==> src/rtl/sec_disp_pkg.sv <==
// Shared definitions for the seconds display driver: widths, FSM encoding,
// digit payload layout and the 7-segment encoder.
package sec_disp_pkg;

    localparam int unsigned VAL_W = 6;
    localparam int unsigned BCD_W = 8;
    localparam int unsigned SEG_W = 7;
    localparam int unsigned DIG_W = 2;

    typedef enum logic [1:0] {
        ST_IDLE  = 2'd0,
        ST_SHIFT = 2'd1,
        ST_LOAD  = 2'd2
    } state_e;

    // Two BCD digits as produced by the converter.
    typedef struct packed {
        logic [3:0] tens;
        logic [3:0] ones;
    } bcd_t;

    // Active-high segment codes {g,f,e,d,c,b,a} for digits 0..9.
    localparam logic [SEG_W-1:0] SEG_CODE [10] = '{
        7'h3F, 7'h06, 7'h5B, 7'h4F, 7'h66,
        7'h6D, 7'h7D, 7'h07, 7'h7F, 7'h6F
    };

    // Active-high code for one BCD digit; blank or non-decimal gives all off.
    function automatic logic [SEG_W-1:0] seg_encode(input logic [3:0] bcd, input logic blank);
        logic [SEG_W-1:0] code;
        code = '0;
        if (!blank && (bcd <= 4'd9)) begin
            code = SEG_CODE[bcd];
        end
        return code;
    endfunction

endpackage

==> src/rtl/sec_display_driver_if.sv <==
// Display-side signal bundle.
//   VALUE    : seconds count from the timer (asynchronous to CLOCK)
//   BLANK_LZ : blank the tens digit when it is zero
//   SEG      : segment drive {g,f,e,d,c,b,a}
//   DIG      : digit enables, [0] = ones, [1] = tens
//   BUSY     : conversion in flight
// master = timer/host side, slave = display driver.
interface sec_display_driver_if;
    import sec_disp_pkg::*;

    logic [VAL_W-1:0] VALUE;
    logic             BLANK_LZ;
    logic [SEG_W-1:0] SEG;
    logic [DIG_W-1:0] DIG;
    logic             BUSY;

    modport master (output VALUE, BLANK_LZ, input SEG, DIG, BUSY);
    modport slave  (input VALUE, BLANK_LZ, output SEG, DIG, BUSY);
endinterface

==> src/rtl/bin2bcd_seq.sv <==
// Sequential 6-bit binary to 2-digit BCD converter (double dabble, one step
// per clock) with capture of the last accepted value.
//   CLOCK, NRESET : clock, async active-low reset
//   START         : input is stable this cycle (may be held high)
//   BIN           : binary value to convert
//   BUSY          : conversion in flight (SHIFT and LOAD states)
//   DONE          : high in the LOAD cycle; BCD is final while DONE is high
//   BCD           : {tens, ones}
module bin2bcd_seq
    import sec_disp_pkg::*;
(
    input  logic             CLOCK,
    input  logic             NRESET,
    input  logic             START,
    input  logic [VAL_W-1:0] BIN,
    output logic             BUSY,
    output logic             DONE,
    output logic [BCD_W-1:0] BCD
);

    localparam int unsigned SR_W   = BCD_W + VAL_W;
    localparam int unsigned STEP_W = 3;

    state_e            state_q, state_d;
    logic [VAL_W-1:0]  last_q, last_d;
    logic [SR_W-1:0]   sr_q, sr_d;
    logic [STEP_W-1:0] step_q, step_d;
    logic              busy_q, busy_d;
    logic              done_q, done_d;
    logic [SR_W-1:0]   adj;

    // State register.
    always_ff @(posedge CLOCK or negedge NRESET) begin
        if (!NRESET) begin
            state_q <= ST_IDLE;
            last_q  <= '0;
            sr_q    <= '0;
            step_q  <= '0;
            busy_q  <= 1'b0;
            done_q  <= 1'b0;
        end else begin
            state_q <= state_d;
            last_q  <= last_d;
            sr_q    <= sr_d;
            step_q  <= step_d;
            busy_q  <= busy_d;
            done_q  <= done_d;
        end
    end

    // Next state and datapath.
    always_comb begin
        state_d = state_q;
        last_d  = last_q;
        sr_d    = sr_q;
        step_d  = step_q;
        busy_d  = busy_q;
        done_d  = 1'b0;

        // Add-3 correction on both BCD nibbles before the shift.
        adj = sr_q;
        if (adj[SR_W-1 -: 4] >= 4'd5) begin
            adj[SR_W-1 -: 4] = adj[SR_W-1 -: 4] + 4'd3;
        end
        if (adj[VAL_W+3 -: 4] >= 4'd5) begin
            adj[VAL_W+3 -: 4] = adj[VAL_W+3 -: 4] + 4'd3;
        end

        case (state_q)
            ST_IDLE: begin
                // A new value only counts once it is stable and differs from the last one.
                if (START && (BIN != last_q)) begin
                    last_d  = BIN;
                    sr_d    = {BCD_W'(0), BIN};
                    step_d  = '0;
                    busy_d  = 1'b1;
                    state_d = ST_SHIFT;
                end
            end
            ST_SHIFT: begin
                sr_d   = {adj[SR_W-2:0], 1'b0};
                step_d = step_q + STEP_W'(1);
                if (step_q == STEP_W'(VAL_W - 1)) begin
                    state_d = ST_LOAD;
                    done_d  = 1'b1;
                end
            end
            ST_LOAD: begin
                busy_d  = 1'b0;
                state_d = ST_IDLE;
            end
            default: begin
                busy_d  = 1'b0;
                state_d = ST_IDLE;
            end
        endcase
    end

    assign BUSY = busy_q;
    assign DONE = done_q;
    assign BCD  = sr_q[SR_W-1 -: BCD_W];

endmodule

==> src/rtl/sec_display_driver.sv <==
// Two-digit multiplexed 7-segment driver for the timer seconds count.
//   CLOCK, NRESET : clock, async active-low reset
//   bus.VALUE     : seconds count, resynchronised here
//   bus.BLANK_LZ  : blank a zero tens digit
//   bus.SEG/DIG   : registered segment and digit drive (polarity by parameter)
//   bus.BUSY      : conversion in flight
module sec_display_driver
    import sec_disp_pkg::*;
#(
    parameter int unsigned SCAN_CYCLE     = 50000,
    parameter bit          SEG_ACTIVE_LOW = 1'b1,
    parameter bit          DIG_ACTIVE_LOW = 1'b1
) (
    input  logic                 CLOCK,
    input  logic                 NRESET,
    sec_display_driver_if.slave  bus
);

    localparam int unsigned      CNT_W   = (SCAN_CYCLE > 1) ? $clog2(SCAN_CYCLE) : 1;
    localparam logic [CNT_W-1:0] CNT_MAX = CNT_W'(SCAN_CYCLE - 1);
    localparam logic [SEG_W-1:0] SEG_OFF = {SEG_W{SEG_ACTIVE_LOW}};
    localparam logic [DIG_W-1:0] DIG_OFF = {DIG_W{DIG_ACTIVE_LOW}};

    logic [VAL_W-1:0] s1_q, s2_q;
    logic [CNT_W-1:0] cnt_q, cnt_d;
    logic             sel_q, sel_d;
    bcd_t             digits_q, digits_d;
    logic [SEG_W-1:0] seg_q, seg_d;
    logic [DIG_W-1:0] dig_q, dig_d;

    logic             conv_busy;
    logic             conv_done;
    logic [BCD_W-1:0] conv_bcd;
    logic             wrap;
    logic [3:0]       cur_digit;
    logic             blank;

    bin2bcd_seq u_conv (
        .CLOCK  (CLOCK),
        .NRESET (NRESET),
        .START  (s1_q == s2_q),
        .BIN    (s2_q),
        .BUSY   (conv_busy),
        .DONE   (conv_done),
        .BCD    (conv_bcd)
    );

    // Registers: synchroniser, scan, digits, outputs.
    always_ff @(posedge CLOCK or negedge NRESET) begin
        if (!NRESET) begin
            s1_q     <= '0;
            s2_q     <= '0;
            cnt_q    <= '0;
            sel_q    <= 1'b0;
            digits_q <= '0;
            seg_q    <= SEG_OFF;
            dig_q    <= DIG_OFF;
        end else begin
            s1_q     <= bus.VALUE;
            s2_q     <= s1_q;
            cnt_q    <= cnt_d;
            sel_q    <= sel_d;
            digits_q <= digits_d;
            seg_q    <= seg_d;
            dig_q    <= dig_d;
        end
    end

    // Scan prescaler, digit select and output encoding.
    always_comb begin
        wrap     = (cnt_q == CNT_MAX);
        cnt_d    = wrap ? '0 : cnt_q + CNT_W'(1);
        sel_d    = sel_q ^ wrap;
        digits_d = conv_done ? bcd_t'(conv_bcd) : digits_q;

        cur_digit = sel_q ? digits_q.tens : digits_q.ones;
        blank     = sel_q && bus.BLANK_LZ && (digits_q.tens == 4'd0);
        seg_d     = seg_encode(cur_digit, blank) ^ SEG_OFF;

        // Digits go dark for the cycle after a select change to avoid ghosting.
        dig_d = wrap ? DIG_OFF : ((sel_q ? 2'b10 : 2'b01) ^ DIG_OFF);
    end

    assign bus.SEG  = seg_q;
    assign bus.DIG  = dig_q;
    assign bus.BUSY = conv_busy;

endmodule

==> src/flat_wrapper.sv <==
// flat-port wrapper written by rule: the top's interface ports become plain ports
module sec_display_driver_flat import sec_disp_pkg::*;
#(
    parameter int unsigned SCAN_CYCLE     = 50000,
    parameter bit          SEG_ACTIVE_LOW = 1'b1,
    parameter bit          DIG_ACTIVE_LOW = 1'b1
)
  (CLOCK, NRESET, bus_VALUE, bus_BLANK_LZ, bus_SEG, bus_DIG, bus_BUSY);
  sec_display_driver_if bus_i ();
  input  logic CLOCK;
  input  logic NRESET;
  input wire logic [$bits(bus_i.VALUE)-1:0] bus_VALUE;
  input wire logic [$bits(bus_i.BLANK_LZ)-1:0] bus_BLANK_LZ;
  output wire logic [$bits(bus_i.SEG)-1:0] bus_SEG;
  output wire logic [$bits(bus_i.DIG)-1:0] bus_DIG;
  output wire logic [$bits(bus_i.BUSY)-1:0] bus_BUSY;
  assign bus_i.VALUE = bus_VALUE;
  assign bus_i.BLANK_LZ = bus_BLANK_LZ;
  assign bus_SEG = bus_i.SEG;
  assign bus_DIG = bus_i.DIG;
  assign bus_BUSY = bus_i.BUSY;
  sec_display_driver #(.SCAN_CYCLE(SCAN_CYCLE), .SEG_ACTIVE_LOW(SEG_ACTIVE_LOW), .DIG_ACTIVE_LOW(DIG_ACTIVE_LOW)) u_core (.CLOCK(CLOCK), .NRESET(NRESET), .bus(bus_i));
endmodule
==> config.mk <==
export PLATFORM = sky130hd
export DESIGN_NAME = sec_display_driver_flat
export DESIGN_NICKNAME = d
export VERILOG_FILES = /design/src/rtl/sec_disp_pkg.sv /design/src/rtl/sec_display_driver_if.sv /design/src/rtl/bin2bcd_seq.sv /design/src/rtl/sec_display_driver.sv /design/src/flat_wrapper.sv
export SDC_FILE = /design/constraint.sdc
export NUM_CORES = 1
export LEC_CHECK = 0
export CORE_UTILIZATION = 25
export CTS_BUF_LIST = sky130_fd_sc_hd__clkbuf_16
export CTS_CLUSTER_SIZE = 30
export DETAILED_ROUTE_END_ITERATION = 12
export HOLD_SLACK_MARGIN = 0.15
export SYNTH_ARGS = -nofsm -noshare
export SYNTH_HDL_FRONTEND = slang
export SYNTH_SLANG_ARGS = --single-unit
==> constraint.sdc <==
create_clock -name CLOCK -period 1.8 [get_ports CLOCK]
set_input_delay 0.36 -clock CLOCK [delete_from_list [all_inputs] [get_ports CLOCK]]
set_output_delay 0.36 -clock CLOCK [all_outputs]
set_load 0.05 [all_outputs]
Word level (Yosys, flattened, before mapping)
Memories as Yosys holds them, arrays and structs flattened.
Cells that the tools add are included.
{ "op_classes": {"eq_ne": 7, "n_bitwise": 5, "n_mux": 20, "addsub": 4, "reduce_logical": 12, "n_lt_le_gt_ge": 4} }
{ "op_table": {"columns": ["operator", "count"], "rows": [
  ["14-bit one-hot mux with 2 select lines", 1],
  ["7-bit 2-to-1 mux", 3],
  ["16-bit by 1-bit adder with 16-bit output (second input constant)", 1],
  ["16-bit == test (second input constant)", 1],
  ["16-bit 2-to-1 mux", 1],
  ["14-bit 2-to-1 mux", 1],
  ["4-bit by 3-bit >= comparator with 1-bit output (second input constant)", 2],
  ["2-bit 2-to-1 mux", 4],
  ["4-bit 2-to-1 mux", 2],
  ["2-bit AND reduction", 4],
  ["7-bit inverter", 1],
  ["6-bit == test", 1],
  ["3-bit 2-to-1 mux", 2],
  ["6-bit != test", 1],
  ["3-bit one-hot mux with 2 select lines", 1],
  ["5-bit >= comparator (second input constant)", 1],
  ["4-bit inverter with 5-bit output", 1],
  ["4-bit by 2-bit adder with 4-bit output (second input constant)", 1],
  ["4-bit less-or-equal comparator (second input constant)", 1],
  ["1-bit logical AND", 4],
  ["4-bit logical NOT", 1],
  ["2-bit != test (second input constant)", 2],
  ["2-bit one-hot mux with 2 select lines", 1],
  ["3-bit by 1-bit adder with 3-bit output (second input constant)", 1],
  ["11 further kinds", 13]
]} }
{ "totals": {"memories": 1, "rom_bits": 112, "input_bits": 9, "word_cells": 67, "output_inout_bits": 10, "register_bits": 73} }
{ "mem_list": {"columns": ["memory", "words", "width", "read_ports", "rd_clocked_by_memory_dff", "write_ports", "line", "text"], "rows": [
  ["(name not given)", 16, 7, 1, 0, 0, "sec_disp_pkg.sv:33", "code = SEG_CODE[bcd];"]
]} }

Logic depth before layout (Yosys ltp)
Gate-level depths: netlist of run 1.
{ "logic_depth": {"depth_word": 7, "depth_mapped": 8} }

Hierarchy
From an unflattened synthesis of run 1, not the netlist that was laid out.
{ "unflattened": {"cells_unflattened": 268, "area_unflattened_um2": 3368.2} }
{ "modules_own_cells": {"columns": ["mod", "cells_per_inst", "seq_area_each_um2", "area_per_inst_um2", "n_inst"], "rows": [
  ["sec_display_driver", 158, 1162.4, 1993.2, 1],
  ["bin2bcd_seq", 110, 675.6, 1375.1, 1]
]} }

Worst setup path before layout of run 1
Ideal clock, no wire load.
{ "synth_timing": {"path_kind": "register -> register", "from": "register u_core.sel_q", "to": "register u_core.seg_q[0], in the netlist u_core.bus.SEG[0]", "path_slack_ps": -63, "n_path_buf": 1, "required_time_ps": 1698, "arrival_time_ps": 1761, "setup_time_ps": 102, "path_stages_with_launch": 7, "cell_sequence": "dfrtp_1 -> clkbuf_1 -> mux2i_1 -> ha_1 -> o21ai_1 -> a32oi_1 -> o21ai_0"} }
{ "synth_via": {"elab_chain_cells": 7, "word_cells_on_any_way": 12} }
{ "synth_rtl": {"columns": ["item", "line", "text"], "rows": [
  ["from (decl)", "sec_display_driver.sv:26", "logic sel_q, sel_d;"],
  ["from (signal assigned)", "sec_display_driver.sv:62", "sel_q <= sel_d;"],
  ["4-bit 2-to-1 mux", "sec_display_driver.sv:76", "cur_digit = sel_q ? digits_q.tens : digits_q.ones;"],
  ["4-bit inverter with 5-bit output (implied by the code)", "sec_disp_pkg.sv:33", null],
  ["memory 16 x 7 bit", null, null],
  ["7-bit 2-to-1 mux (implied by the code) (2 in a row)", "sec_disp_pkg.sv:33", null],
  ["7-bit 2-to-1 mux *", "sec_disp_pkg.sv:32", "if (!blank && (bcd <= 4'd9)) begin"],
  ["7-bit inverter (no source line) *", null, null],
  ["net u_core.seg_d[0]", "sec_display_driver.sv:28", "logic [SEG_W-1:0] seg_q, seg_d;"],
  ["to (signal assigned)", "sec_display_driver.sv:64", "seg_q <= seg_d;"],
  ["to (decl)", "sec_display_driver.sv:28", null]
]} }
The timed path passes the listed nets; every way through them passes the cells marked *. The select of a mux whose other input is x is not followed.
A chain may end at the register's enable or synchronous reset.

Worst setup path after layout of run 1
{ "layout_timing": {"from": "register u_core.s2_q[5]", "to": "register u_core.u_conv.last_q[2]"} }
{ "layout_via": {"elab_chain_cells": 3, "word_cells_on_any_way": 4} }
{ "layout_rtl": {"columns": ["item", "line", "text"], "rows": [
  ["from (decl)", "sec_display_driver.sv:24", "logic [VAL_W-1:0] s1_q, s2_q;"],
  ["from (signal assigned)", "sec_display_driver.sv:60", "s2_q <= s1_q;"],
  ["6-bit == test or 6-bit != test (tied branches)", "sec_display_driver.sv:41, bin2bcd_seq.sv:72", null],
  ["1-bit logical AND *", "bin2bcd_seq.sv:72", "if (START && (BIN != last_q)) begin"],
  ["2-bit AND reduction (no source line) *", null, null],
  ["to (signal assigned)", "bin2bcd_seq.sv:43", "last_q <= last_d;"],
  ["to (decl)", "bin2bcd_seq.sv:25", "logic [VAL_W-1:0] last_q, last_d;"]
]} }
Every way passes the cells marked *; elsewhere a longest branch is shown, timed or not.

==> impl_metrics.toml, run 1 <==
[die]
rows = 41
fp.dieW_um = 116.9
io_pins = 19
die_h_um = 116.9
coreArea_um2 = 12770
dieArea_um2 = 13670
start_util_pct = 25.85

[placement]
portBuffers = 18
post-dp-hpwl_mm = 4.018
gp_congestion = 0.7587
dp_slack_ns = 0.05570

[setup_path]
rr_endpoint = "u_core.u_conv.last_q[2]$_DFFE_PN0P_"
crit_path_start_kind = "flop"
cp_data_required_time_ns = 2.01
reg2reg_slack_ns = 0.06
r2r-start = "u_core.s2_q[5]$_DFF_PN0_"
path_class = "reg -> reg"
worstPathMaxFanout = 6
r2r_cells = 5
worstPathArrival_ns = 1.95
end_kind = "flop"

[min_path]
whs_path_depth = 0
min_from = "u_core.s1_q[2]$_DFF_PN0_"
hold_path.class = "reg -> reg"
min_to = "u_core.s2_q[2]$_DFF_PN0_"

[drt]
drc = 0
drt_first_pass_iters = 4
antenna_left = 0
wl_per_cell_um = 11.54
drt_iter0_markers = 146
wl_mm = 5.746
viasPerCell = 4.309
vias = 2146

[global_route]
grt_max_degree = 36
grt_first_pass_wirelength_mm = 9.818
first_global_vias = 2122
grt_usage_pct = 9.495
overflow = 0
antenna_found_initial = 0

[sta]
finalSetupViolations = 0
fin_setup_tns_ns = 0
maxSlewHeadroom_pct = 71.27
fin_skew_ns = 0.009732
timing.final.hold_violations = 0
setup_slack_ns = 0.06290
max_freq_ghz = 0.5757
rsz0062_at_grt = "true"
period_share_pct = 96.51
period_minus_slack_ns = 1.737
drv_slew = 0
fin_hold_ws_ns = 0.3974
worstMarginPinSlew_ns = 0.4270

[synthesis]
synthArstFlopShare_pct = 100.0
post_synth_instance_area_um2 = 3302
yosys_register_bits = 73
syn-mean-instance-area_um2 = 11.63
syn_inst = 284
synth_edf_count = 0
ys_warn_count = 0
syn_nets = 308
synth_top_flop_cell = "dfrtp_1"
synth_cell_types = 43
ys_seq_area_share_pct = 55.67

[finish]
drive_above_1_share_pct = 21.17
final_common_cell = "dfrtp_1"
syn2layout_area_growth_pct = 23.00
layout_common_cells = "64 x dfrtp_1, 26 x nand2_1, 23 x nor2_1"
fillers = 1263
antennaDiodeCount = 0
multi_input_area_um2 = 1394
nets = 345
post-route-util_pct = 31.80
seqCellArea_um2 = 1838

[cts]
clk_pin_slew_worst_paths_ns = 0.06
cts_buffer_depth = 2
cts_root_buf = "clkbuf_16"
cts_tree = "done"
insertion_delay_ns = 0.33
cts.sinks = 73
cts_made_buffers = 9
htree_levels = 3

[pwr]
power_mw = 5.346
leakagePower_nw = 1.839
irDropWorstVdd_v = 0.0005161
p_per_area_nw_per_um2 = 1316

[outcome]
outcome = "finished, final reports clean"

[flow_run]
maxCapViolations = 0
==> logic make-up (layout without fill, tap and decap cells) <==
kind of cell / Yosys count / count (layout) / share of synthesized area, %
fa+ha+maj: 15 / 15 / 5.684
buf+inv: 26 / 67 / 3.258
mux: 21 / 21 / 7.693
flops: 73 / 73 / 55.67
xor+xnor: 29 / 29 / 7.692
simple gates: 80 / 81 / 11.59
compound gates: 40 / 40 / 8.413
==> critical path, cell delays in order (launching register included) <==
cell      delay [ns]
dfrtp_1         0.44
xnor2_1         0.17
nand4_1         0.18
o211ai_4        0.28
or2_4           0.24
mux2_4          0.31
==> stage by stage <==
| step | instance area (um2) | std cells |
|---|---|---|
| floorplan | 3307 | 284 |
| global placement | 3754 | 479 |
| detailed placement | 3754 | 479 |
| CTS | 4020 | 496 |
| global route | 4061 | 498 |
| finish | 4061 | 498 |
==> worst max-delay path by stage <==
stage          slack [ns]                                   to                startpoint
4_1_cts              0.05  u_core.u_conv.last_q[0]$_DFFE_PN0P_  u_core.s2_q[5]$_DFF_PN0_
3_5_place_dp         0.06  u_core.u_conv.last_q[0]$_DFFE_PN0P_  u_core.s2_q[0]$_DFF_PN0_
5_1_grt             -0.04  u_core.u_conv.last_q[2]$_DFFE_PN0P_  u_core.s2_q[5]$_DFF_PN0_
3_3_place_gp         0.08  u_core.u_conv.last_q[0]$_DFFE_PN0P_  u_core.s2_q[5]$_DFF_PN0_
2_1_floorplan        0.12          u_core.bus.SEG[0]$_DFF_PN1_    u_core.sel_q$_DFF_PN0_
6_report             0.06  u_core.u_conv.last_q[2]$_DFFE_PN0P_  u_core.s2_q[5]$_DFF_PN0_
==> synthesized netlist by cell type (all sizes together) (2+ instances only) <==
| cell | n | share of area, % |
|---|---|---|
| xnor2 | 17 | 4.5 |
| mux2i | 8 | 2.8 |
| nor3 | 3 | 0.45 |
| dfstp | 9 | 7.2 |
| buf | 4 | 0.76 |
| and3 | 2 | 0.38 |
| nand2 | 26 | 3.0 |
| o22ai | 6 | 1.1 |
| inv | 18 | 2.0 |
| xor2 | 12 | 3.2 |
| a31oi | 2 | 0.38 |
| o21ai | 13 | 2.0 |
| nand2b | 7 | 1.3 |
| mux2 | 13 | 4.9 |
| nand4 | 4 | 0.76 |
| clkbuf | 4 | 0.45 |
| nor4 | 2 | 0.38 |
| nand3 | 5 | 0.76 |
| a21oi | 6 | 0.91 |
| ha | 15 | 5.7 |
| o221a | 4 | 1.4 |
| nor4b | 3 | 0.80 |
| dfrtp | 64 | 49 |
| nor2 | 24 | 2.8 |
| nor2b | 2 | 0.38 |
==> flip-flops by register name, indices dropped and copies added, names as in the netlist <==
| register | cells |
|---|---|
| u_core.cnt_q | 16 |
| u_core.u_conv.sr_q | 14 |
| u_core.digits_q | 8 |
| u_core.bus.SEG | 7 |
| u_core.s1_q | 6 |
| u_core.s2_q | 6 |
| u_core.u_conv.last_q | 6 |
| u_core.u_conv.step_q | 3 |
| u_core.bus.DIG | 2 |
| u_core.u_conv.state_q | 2 |
| u_core.sel_q | 1 |
| u_core.u_conv.BUSY | 1 |
| u_core.u_conv.DONE | 1 |
==> metal layers <==
metal,track usage [%],up-vias,wire length (um),share of wire [%]
li1,-,1045,-,-
met1,11.42,1058,2665,46
met2,15.27,38,2789,49
met3,4.068,5,266,4.6
met4,3.207,0,25,0.44
met5,0,-,0,0
==> area by class of cell <==
type | count | area share [%]
sequential | 73 | 45.26
multi-input combinational | 186 | 34.32
timing repair buffer | 33 | 7.147
clock buffer | 9 | 5.545
tap | 172 | 5.299
inverter | 18 | 1.664
clock inverter | 7 | 0.7702
==> power breakdown <==
part	internal, mW	switching, mW	leakage (nW)
clock network	0.904	0.625	0.130
logic	0.704	0.864	0.794
registers	2.00	0.248	0.915
==> timing repair <==
| item | 4_1_cts | 5_1_grt |
|---|---|---|
| endpoints found under the setup margin | 0 | 13 |
| setup buffers | 0 | 1 |
| hold endpoints to repair | 14 | 0 |
| hold buffers | 1 | 0 |
| resized for setup | 0 | 5 |
(Power assumes the default switching activity.)
==> inputs of run 2 (changes only) <==
- CELL_PAD_IN_SITES_DETAIL_PLACEMENT: not set -> 1
- CELL_PAD_IN_SITES_GLOBAL_PLACEMENT: not set -> 1
- PLACE_DENSITY_LB_ADDON: not set -> 0.2
==> run 2 against run 1 <==
Compared with the run above:
- hold slack worse by 0.0093 ns
- highest routed layer unchanged
- clock power is 8% higher
- cell count is 0.40% higher
- utilization is 0.60 points higher
- via count is 0.42% higher
- non-clock buffer count is 2 higher
- total power is 3.0% higher
- flip-flop and latch count stayed put
- critical path depth stayed put
==> impl_metrics.toml, run 2 (same netlist as run 1, synthesis figures left out) <==
[setup_path]
r2r-start = "u_core.u_conv.last_q[5]$_DFFE_PN0P_"
cp_slowest_stage_delay_ns = 0.42
crit_chain = "xnor2_2, nand4_1, o211ai_4, or2_4, mux2_4"
slowest_stage = "dfrtp_1"
cp_data_required_time_ns = 2.01
worstPathMaxFanout = 6
startpoint = "u_core.u_conv.last_q[5]$_DFFE_PN0P_"
reg2reg_slack_ns = 0.05
crit_path_start_kind = "flop"
path_class = "reg -> reg"
worstPathArrival_ns = 1.96
end_kind = "flop"

[sta]
rsz0062_at_grt = "true"
drv_slew = 0
worstMarginPinSlew_ns = 0.4990
period_share_pct = 97.07
finalSetupViolations = 0
max_freq_ghz = 0.5723
timing.final.hold_violations = 0
fin_skew_ns = 0.009974
period_minus_slack_ns = 1.747
maxSlewHeadroom_pct = 66.73
fin_hold_ws_ns = 0.3881

[outcome]
outcome = "finished, final reports clean"

[cts]
clk_pin_slew_worst_paths_ns = 0.06
cts_tree = "done"
insertion_delay_ns = 0.33
cts_buffer_depth = 2
htree_levels = 3
cts.sinks = 73
cts_root_buf = "clkbuf_16"
cts_made_buffers = 9

[drt]
drc = 0
drt_first_pass_iters = 4
antenna_left = 0
wl_mm = 6.618
drt_iter0_markers = 84
wl_per_cell_um = 13.24
viasPerCell = 4.310
vias = 2155

[finish]
seqCellArea_um2 = 1842
largest_register_ffs = 16
drive_above_1_share_pct = 24.09
post-route-util_pct = 32.39
fillers = 1403
antennaDiodeCount = 0
multi_input_area_um2 = 1416
largest_register = "u_core.cnt_q"
syn2layout_area_growth_pct = 25.31
nets = 347
final_common_cell = "dfrtp_1"
reg_top3 = "u_core.cnt_q: 16 flops, u_core.u_conv.sr_q: 14 flops, u_core.digits_q: 8 flops"
final_area_um2 = 4138
layout_common_cells = "61 x dfrtp_1, 26 x nand2_1, 24 x buf_4"

[die]
coreArea_um2 = 12770
die_h_um = 116.9
fp.dieW_um = 116.9
start_util_pct = 25.85
rows = 41
dieArea_um2 = 13670
io_pins = 19

[global_route]
overflow = 0
grt_usage_pct = 10.88
grt_first_pass_wirelength_mm = 10.98
first_global_vias = 2180
grt_max_degree = 37
antenna_found_initial = 0

[placement]
dpl_cell_area_um2 = 3791
gp_congestion = 0.7089
portBuffers = 18
post-dp-hpwl_mm = 4.592

[min_path]
min_from = "u_core.s1_q[3]$_DFF_PN0_"
hold_path.class = "reg -> reg"

[pwr]
irDropWorstVdd_v = 0.0005090
leakagePower_nw = 1.889
p_per_area_nw_per_um2 = 1331

[flow_run]
maxCapViolations = 0
==> run 2: timing repair <==
action	in CTS	in global routing
hold buffers	1	0
hold endpoints to repair	25	0
endpoints found under the setup margin	0	13
gates resized for setup	0	11
setup buffers	0	0
==> run 2: layout make-up <==
class                      instances  area share [%]
sequential                        73           44.51
multi-input combinational        186           34.23
timing repair buffer              35           7.741
clock buffer                      10           6.048
tap                              172           5.201
inverter                          18           1.633
clock inverter                     6          0.6350
==> run 2: critical path, delay by kind of cell, from the launching register on <==
| kind | cells | cell delay, ns |
|---|---|---|
| DFF | 1 | 0.42 |
| and+or+nand+nor | 2 | 0.42 |
| AOI/OAI and AO/OA | 1 | 0.28 |
| muxes | 1 | 0.31 |
| xor gates and xnor gates | 1 | 0.18 |
==> run 2: path summary, 6_finish.rpt <==
kind	to	cells after the start
hold / removal	u_core.s2_q[3]$_DFF_PN0_	0
max in group asynchronous	u_core.s2_q[0]$_DFF_PN0_	3
setup / recovery	u_core.u_conv.last_q[0]$_DFFE_PN0P_	5
hold reg to reg	u_core.s2_q[3]$_DFF_PN0_	0
min in group asynchronous	u_core.u_conv.sr_q[1]$_DFFE_PN0P_	2
setup reg to reg	u_core.u_conv.last_q[0]$_DFFE_PN0P_	5
==> run 2: per-stage QoR <==
| step | TNS, ns | worst slack, ns | total power, mW | instances |
|---|---|---|---|---|
| detailed placement | 0 | 0.02254 | 3.876 | 482 |
| CTS | 0 | 0.001547 | 5.580 | 499 |
| global placement | 0 | 0.04026 | 3.844 | 482 |
| floorplan | 0 | 0.1166 | 3.357 | 284 |
| finish | 0 | 0.05277 | 5.506 | 500 |
| global route | -0.07294 | -0.01799 | 5.874 | 500 |
==> run 2: where the power goes <==
| part | internal (mW) | total (mW) | switching, mW |
|---|---|---|---|
| clock | 0.994 | 1.65 | 0.659 |
| combinational | 0.716 | 1.59 | 0.875 |
| sequential | 2.00 | 2.26 | 0.261 |
==> run 2: per-layer routing <==
layer | routed length (um) | GRT usage [%]
met5 | 0 | 0
met1 | 3167 | 13.17
met3 | 198 | 3.862
met2 | 3152 | 17.71
met4 | 99 | 4.304
==> inputs of run 3 (changes only) <==
- GPL_TIMING_DRIVEN: not set -> 0
- clock period: 1.8 -> 1.9 ns (I/O delays scaled with it)
==> run 3 against run 2 <==
Compared with the run above:
- final area rose by 1.6%
- sequential share of layout area decreased by 0.66 points
- combinational power decreased by 8%
- count of clock-buffer cells in the layout fell by 1
- die area stayed put
- global-route usage is 0.22 points higher
- sequential power is 6% lower
- via count fell by 1.0%
- utilization is 0.51 points higher
- register-to-register slack gained 0.04 ns
- clock power is 7% higher
- critical path type unchanged
- largest cell class unchanged
- highest routed layer unchanged
==> impl_metrics.toml, run 3 (same netlist as run 1, synthesis figures left out) <==
[global_route]
antenna_found_initial = 0
grt_usage_pct = 11.10
grt_max_degree = 39
overflow = 0
first_global_vias = 2302
grt_first_pass_wirelength_mm = 11.48

[pwr]
p_per_area_nw_per_um2 = 1275
p_int_mw = 3.657
irDropWorstVdd_v = 0.0004608
sw_frac_of_total_pct = 31.76
comb_power_share_pct = 27.2
leakagePower_nw = 1.898
pwr-share-clk_pct = 33.0
power_frac_seq_pct = 39.8
power_mw = 5.359
p_switching_mw = 1.702

[setup_path]
path_class = "reg -> reg"
critPathTopFamily = "simple AND/OR/NAND/NOR gates"
reg2reg_slack_ns = 0.09
path_buf_inv = 1
cp_slowest_stage_delay_ns = 0.43
crit_chain = "xor2_1, nor2_2, o211ai_4, or2_4, buf_8, mux2_4"
end_kind = "flop"
worstPathMaxFanout = 5
cp_data_required_time_ns = 2.12
slowest_stage = "dfrtp_1"
worstPathArrival_ns = 2.03
crit_path_start_kind = "flop"

[min_path]
hold_path.class = "reg -> reg"

[cts]
cts_buffer_depth = 2
cts_tree = "done"
cts_made_buffers = 9
htree_levels = 3
insertion_delay_ns = 0.33
clk_pin_slew_worst_paths_ns = 0.06
cts.sinks = 73
cts_root_buf = "clkbuf_16"

[die]
start_util_pct = 25.85
coreArea_um2 = 12770
io_pins = 19
dieArea_um2 = 13670
die_h_um = 116.9
fp.dieW_um = 116.9
rows = 41

[flow_run]
maxCapViolations = 0

[placement]
gp_congestion = 0.7148
dp_slack_ns = -0.3854
post-dp-hpwl_mm = 4.509
dpl_cell_area_um2 = 3715
portBuffers = 18

[sta]
maxSlewHeadroom_pct = 66.13
max_freq_ghz = 0.5523
rsz0062_at_grt = "true"
fin_skew_ns = 0.008948
finalSetupViolations = 0
fin_setup_tns_ns = 0
period_minus_slack_ns = 1.811
fin_hold_ws_ns = 0.3936
timing.final.hold_violations = 0
drv_slew = 0
setup_slack_ns = 0.08928
worstMarginPinSlew_ns = 0.5080
period_share_pct = 95.30

[drt]
drc = 0
wl_per_cell_um = 13.09
viasPerCell = 4.292
drt_first_pass_iters = 4
antenna_left = 0
drt_iter0_markers = 91
wl_mm = 6.508
vias = 2133

[finish]
reg_top3 = "u_core.cnt_q: 16 flops, u_core.u_conv.sr_q: 14 flops, u_core.digits_q: 8 flops"
final_common_cell = "dfrtp_1"
syn2layout_area_growth_pct = 27.28
antennaDiodeCount = 0
largest_register_ffs = 16
final_area_um2 = 4203
largest_register = "u_core.cnt_q"
fillers = 1388
layout_common_cells = "60 x dfrtp_1, 26 x nand2_1, 23 x nor2_1"
drive_above_1_share_pct = 20.31
nets = 344

[outcome]
outcome = "finished, final reports clean"
## run 3: power groups by stage
stage                     clock [mW]  sequential [mW]  combinational, mW
after floorplan                    0             2.28              0.892
after global placement             0             2.14               1.43
after detailed placement           0             2.15               1.46
after CTS                       1.83             2.13               1.45
after global routing            1.88             2.18               1.64
final                           1.77             2.13               1.46
## run 3: cell type report
cell class	count	area, um2	share of cell area (%)
flip-flops and latches	73	1843	43.85
plain buffers	8	51.30	1.221
inverters	18	67.56	1.608
well taps	172	215.2	5.121
clock inverters	7	87.58	2.084
clock buffers	9	225.2	5.359
repair buffers	25	254.0	6.043
multi-input cells	185	1459	34.71
## run 3: metrics by stage
stage                     instances  util, %
after floorplan                 284        -
after global placement          474    28.95
after detailed placement        475    29.08
after CTS                       492    31.82
after global routing            497    32.90
final                           497    32.90
## run 3: routing by layer
layer / vias up / wire [um] / global-route usage, %
li1: 1039 / - / -
met1: 1056 / 3063 / 13.21
met3: 10 / 223 / 3.759
met4: 0 / 95 / 3.797
met5: - / 0 / 0
met2: 28 / 3125 / 18.78
## run 3: final timing paths
kind                                     startpoint  depth (start not counted)                             endpoint
hold / removal             u_core.s1_q[1]$_DFF_PN0_                          0             u_core.s2_q[1]$_DFF_PN0_
max in group asynchronous                    NRESET                          3          u_core.bus.SEG[6]$_DFF_PN1_
setup reg to reg           u_core.s2_q[3]$_DFF_PN0_                          6  u_core.u_conv.last_q[2]$_DFFE_PN0P_
setup / recovery           u_core.s2_q[3]$_DFF_PN0_                          6  u_core.u_conv.last_q[2]$_DFFE_PN0P_
hold reg to reg            u_core.s1_q[1]$_DFF_PN0_                          0             u_core.s2_q[1]$_DFF_PN0_
min in group asynchronous                    NRESET                          2           u_core.cnt_q[12]$_DFF_PN0_
## run 3: timing repair
item / in CTS / in global routing
hold buffers: 1 / 0
endpoints found under the setup margin: 20 / 17
pin swaps: 0 / 8
buffers inserted: 0 / 4
endpoints found under the hold margin: 28 / 0
gates resized for setup: 17 / 18
cloned: 0 / 1
## run 3: worst register-to-register path, cell delays in order (launching register included)
cell and delay, ns:
dfrtp_1 0.43, xor2_1 0.20, nor2_2 0.21, o211ai_4 0.13, or2_4 0.30, buf_8 0.14
mux2_4 0.29
